$ cat src/rtl/mem_port_arbiter.sv
// rtl/mem_port_arbiter.sv - single-port memory arbiter, data priority over fetch.
// Optional fetch anti-starvation counter enabled by defining MEM_ARB_FAIRNESS_EN.
module mem_port_arbiter #(
  parameter int ADDR_W       = 32,
  parameter int DATA_W       = 32,
  parameter int STARVE_LIMIT = 4
) (
  input  logic              clk,
  input  logic              reset,
  input  logic              if_req,
  input  logic [ADDR_W-1:0] if_addr,
  output logic              if_gnt,
  output logic              if_valid,
  output logic [DATA_W-1:0] if_rdata,
  input  logic              d_req,
  input  logic              d_we,
  input  logic [ADDR_W-1:0] d_addr,
  input  logic [DATA_W-1:0] d_wdata,
  output logic              d_gnt,
  output logic              d_valid,
  output logic [DATA_W-1:0] d_rdata,
  output logic [ADDR_W-1:0] mem_addr,
  output logic [DATA_W-1:0] mem_wdata,
  output logic              mem_we,
  input  logic [DATA_W-1:0] mem_read
);

  if (STARVE_LIMIT < 1) begin : g_bad_limit
    $error("STARVE_LIMIT must be at least 1");
  end

  typedef enum logic {IDLE, ACCESS} state_t;

  state_t            state_q, state_d;
  logic              owner_q, owner_d;  // 1 = data port owns the access
  logic [ADDR_W-1:0] mem_addr_q, mem_addr_d;
  logic [DATA_W-1:0] mem_wdata_q, mem_wdata_d;
  logic              mem_we_q, mem_we_d;
  logic [DATA_W-1:0] if_rdata_q, if_rdata_d;
  logic [DATA_W-1:0] d_rdata_q, d_rdata_d;
  logic              if_valid_q, if_valid_d;
  logic              d_valid_q, d_valid_d;
  logic              force_if;
  logic              accept;

`ifdef MEM_ARB_FAIRNESS_EN
  localparam int CNT_W = $clog2(STARVE_LIMIT + 1);
  logic [CNT_W-1:0] cnt_q, cnt_d;

  assign force_if = (cnt_q == CNT_W'(STARVE_LIMIT));

  // Counts data grants taken while fetch is waiting; saturates at the limit.
  always_comb begin
    cnt_d = cnt_q;
    if (!if_req || if_gnt) begin
      cnt_d = '0;
    end else if (d_gnt && (cnt_q != CNT_W'(STARVE_LIMIT))) begin
      cnt_d = cnt_q + CNT_W'(1);
    end
  end

  always_ff @(posedge clk or posedge reset) begin
    if (reset) begin
      cnt_q <= '0;
    end else begin
      cnt_q <= cnt_d;
    end
  end
`else
  assign force_if = 1'b0;
`endif

  assign d_gnt  = d_req & ~force_if & ~reset;
  assign if_gnt = if_req & (~d_req | force_if) & ~reset;
  assign accept = d_gnt | if_gnt;

  always_comb begin
    state_d     = state_q;
    owner_d     = owner_q;
    mem_addr_d  = mem_addr_q;
    mem_wdata_d = mem_wdata_q;
    mem_we_d    = mem_we_q;
    if_rdata_d  = if_rdata_q;
    d_rdata_d   = d_rdata_q;
    if_valid_d  = 1'b0;
    d_valid_d   = 1'b0;

    if (state_q == ACCESS) begin
      if (owner_q) begin
        d_rdata_d = mem_read;
        d_valid_d = 1'b1;
      end else begin
        if_rdata_d = mem_read;
        if_valid_d = 1'b1;
      end
    end

    if (accept) begin
      state_d    = ACCESS;
      owner_d    = d_gnt;
      mem_addr_d = d_gnt ? d_addr : if_addr;
      mem_we_d   = d_gnt & d_we;
      if (d_gnt) begin
        mem_wdata_d = d_wdata;
      end
    end else begin
      state_d  = IDLE;
      mem_we_d = 1'b0;
    end
  end

  always_ff @(posedge clk or posedge reset) begin
    if (reset) begin
      state_q     <= IDLE;
      owner_q     <= 1'b0;
      mem_addr_q  <= '0;
      mem_wdata_q <= '0;
      mem_we_q    <= 1'b0;
      if_rdata_q  <= '0;
      d_rdata_q   <= '0;
      if_valid_q  <= 1'b0;
      d_valid_q   <= 1'b0;
    end else begin
      state_q     <= state_d;
      owner_q     <= owner_d;
      mem_addr_q  <= mem_addr_d;
      mem_wdata_q <= mem_wdata_d;
      mem_we_q    <= mem_we_d;
      if_rdata_q  <= if_rdata_d;
      d_rdata_q   <= d_rdata_d;
      if_valid_q  <= if_valid_d;
      d_valid_q   <= d_valid_d;
    end
  end

  assign mem_addr  = mem_addr_q;
  assign mem_wdata = mem_wdata_q;
  assign mem_we    = mem_we_q;
  assign if_rdata  = if_rdata_q;
  assign d_rdata   = d_rdata_q;
  assign if_valid  = if_valid_q;
  assign d_valid   = d_valid_q;

endmodule

$ cat config.mk
export PLATFORM = sky130hd
export DESIGN_NAME = mem_port_arbiter
export DESIGN_NICKNAME = d
export VERILOG_FILES = /design/src/rtl/mem_port_arbiter.sv
export SDC_FILE = /design/constraint.sdc
export NUM_CORES = 1
export LEC_CHECK = 0
export ABC_AREA = 0
export ABC_CLOCK_PERIOD_IN_PS = 4700
export CAP_MARGIN = 20
export CELL_PAD_IN_SITES_DETAIL_PLACEMENT = 0
export CELL_PAD_IN_SITES_GLOBAL_PLACEMENT = 1
export CORE_MARGIN = 4
export CORE_UTILIZATION = 30
export CTS_BUF_LIST = sky130_fd_sc_hd__clkbuf_2
export DETAILED_ROUTE_END_ITERATION = 16
export PLACE_DENSITY_LB_ADDON = 0.1
export SYNTH_ARGS = -nofsm -noshare
export SYNTH_HDL_FRONTEND = slang
export SYNTH_SLANG_ARGS = --single-unit
$ cat constraint.sdc
create_clock -name clk -period 4.7 [get_ports clk]
set_input_delay 0.705 -clock clk [delete_from_list [all_inputs] [get_ports clk]]
set_output_delay 0.705 -clock clk [all_outputs]
set_load 0.1 [all_outputs]
==> reports/results.ini <==
[outcome]
outcome = completed

[global_route]
grt_max_degree = 112
grt.total_usage_pct = 15.2
grt_antenna_before_repair = 1
number_of_global_route_vias_before_repair = 4235
overflow = 0
grt_pass1_wl_mm = 23.7

[critical_path]
start_kind = input port
critical_path_required_ns = 3.99
critical-path-top-delay-family = buffers and inverters
cp.arrival_ns = 2.42
cpMaxStageDelayCell = clkdlybuf4s50_1
timing.critical_path.cells = clkdlybuf4s50_1 > nand2b_1 > nor2_1 > buf_4
critical_path_peak_fanout = 34
critical_path.endpoint_type = output port
worst_path_largest_cell_delay_ns = 1.07
worst-path-stages = 4
crit_buf_inv = 2
worst-setup-path-type = in2out
r2r_cells = 3

[route]
drtIter0Drc = 92
antenna_left = 0
detailroute.via_count = 3879
drt_first_pass_iters = 4
drt_drc_violations_left = 0
wl_per_cell_microns = 18.6
totalWireLength_mm = 15.6
route.detailed.vias_per_inst = 4.62

[finish]
post_route_cells_drive_above_1_share_pct = 22.2
fin_area_sq_um = 8570
n_fill_cell = 1588
finalNetCount = 729
layout.core_utilization_pct = 47.7
layout_stage_area_growth_over_the_synthesis_result_pct = 56.3
stdcell_count = 839

[floorplan]
die_area_sq_um = 20500
effective_utilization_at_floorplan_pct = 30.5
fp.coreArea_sq_um = 18000
die_w_microns = 143
fp.dieH_microns = 143
core.rowCount = 49
io_pins = 266

[cts]
clkSlewWorstSetupHoldPaths_ns = 0.17
clockBufferDepth = 2
cts.repair_timing.setup_buffer_count = 0
h_tree_level_count = 4
ctsRootBufferMaster = clkbuf_2
post_cts.resized_instances = 0
numClockSinks = 133
hold_buffers = 0
insertion_delay_ns = 0.67
cts_inserted_buffers = 17
cts_tree = done

[timing]
drv_slew = 0
final_period_minus_worst_setup_slack_ns = 3.13
timing.final.setup_violations = 0
period_share_pct = 66.5
timing_hold_violations_final = 0
tightestPinTransition_ns = 1.05
fin_skew_ns = 0.0257
timing.max_slew.rel_slack_pct = 30.1
final.setup.worst_slack_ns = 1.57
rsz_0062_raised_after_global_routing = false
setup-tns-final_ns = 0
maxClockFrequency_ghz = 0.320

[pwr]
pwr_density_cell_nw_per_um2 = 544
static-leakage-power_uw = 0.00348
max-vdd-ir-drop_mv = 0.346

[place]
dpl.cell_count = 804
dp_hpwl_mm = 11.5
post_dp_cell_area_sq_um = 8280
numPortBuffers = 265
place_congestion = 0.789
pre_cts_setup_slack_ns = 1.62

[run]
maxCapViolCount = 0

[synth]
ys_types = 20
synth_warnings = 0
synthTopCellsByArea = dfrtp_1 (61%), mux2_2 (8.4%), mux2_4 (7.4%), or4b_1 (5.8%), mux2_1 (5.8%)
ys_async_sr_fraction_pct = 100
synthesis.area_per_instance_sq_um = 16.6
post_synth_inst_count = 331
synth.yosys.seq_area_share_pct = 60.7
ys_seq_elements = 133
synth_area_sq_um = 5480
ys.flop_type = dfrtp_1
synth_largest_area_cell = dfrtp_1
synth-edff-count = 0
synthDominantCellAreaShare_pct = 60.7
syn-num-nets = 464

[worst_hold_path]
worst_min_delay_path_class = reg2reg
worst_hold_path.num_cells = 1

## logic make-up (layout without fill, tap and decap cells)
logic type,count (synthesis),after routing,synth area share (%)
muxes,96,96,21.6
buffers and inverters,30,308,4.40
and+or+nand+nor,38,38,6.44
AOI/OAI and AO/OA,34,34,6.89
other,0,1,0
DFF,133,133,60.7
## per-layer routing
| layer | share of wire (%) | global-route usage [%] |
|---|---|---|
| met1 | 41 | 18.7 |
| met2 | 48 | 24.0 |
| met5 | 0 | 0 |
| met4 | 1.3 | 4.85 |
| met3 | 9.8 | 6.73 |
## where the power goes
group | leakage [uW] | internal [uW] | switching (uW)
Combinational | 0.00180 | 638 | 1860
Clock | 0.000142 | 254 | 443
Sequential | 0.00154 | 1350 | 112
Total | 0.00348 | 2250 | 2410
## layout make-up
class                   count  area, sq um  area share [%]
diodes                      1         2.50          0.0292
clock buffers              19         95.1            1.11
clock inverters            13          149            1.74
inverters                   3         28.8           0.336
multi-input cells         168         1920            22.4
flip-flops and latches    133         3330            38.8
well taps                 229          287            3.34
repair buffers            273         2760            32.2
## cells in the final DEF (no fill, tap or decap), types with 3 or more instances in the layout
master / count
mux2_4: 27
buf_4: 6
o221a_2: 22
dfrtp_1: 133
mux2_2: 41
mux2_1: 28
o221a_1: 10
clkbuf_2: 19
or4b_1: 32
clkinvlp_4: 3
inv_6: 4
clkdlybuf4s50_1: 263
clkinv_4: 4
## stage by stage
stage                     hold slack (ns)  total power, uW
after floorplan                     0.473             3340
after global placement              0.466             3980
after detailed placement            0.476             4000
after CTS                           0.509             4710
after global routing                0.493             4840
final                               0.508             4660
## final timing paths
check | start | to | slack, ns
setup / recovery | if_req | if_gnt | 1.57
hold / removal | if_rdata[24] | if_rdata[24] | 0.51
hold reg to reg | if_rdata[24] | if_rdata[24] | 0.51
min in group asynchronous | reset | mem_wdata[10] | 0.56
setup reg to reg | owner_q | if_rdata[1] | 3.19
max in group asynchronous | reset | d_rdata[26] | 3.41
## worst reg2reg max path, stage by stage (launching register included)
cell and delay [ns]:
dfrtp_1 0.48, nor2b_4 0.32, buf_12 0.24, mux2_1 0.36
## flip-flops by register name, summed over array words and instances (netlist names)
signal     count
d_rdata       32
if_rdata      32
mem_addr      32
mem_wdata     32
d_valid        1
if_valid       1
mem_we         1
owner_q        1
state_q        1
## synth_stat cells (2+ instances only)
| cell type | n |
|---|---|
| mux2_2 | 41 |
| o221a_2 | 22 |
| inv_1 | 2 |
| buf_6 | 4 |
| buf_4 | 5 |
| o221a_1 | 10 |
| buf_12 | 3 |
| mux2_1 | 28 |
| mux2_4 | 27 |
| or4b_1 | 32 |
| buf_2 | 15 |
| dfrtp_1 | 133 |
| nand2b_1 | 2 |
Note: power is estimated with default switching activity, not from simulation.
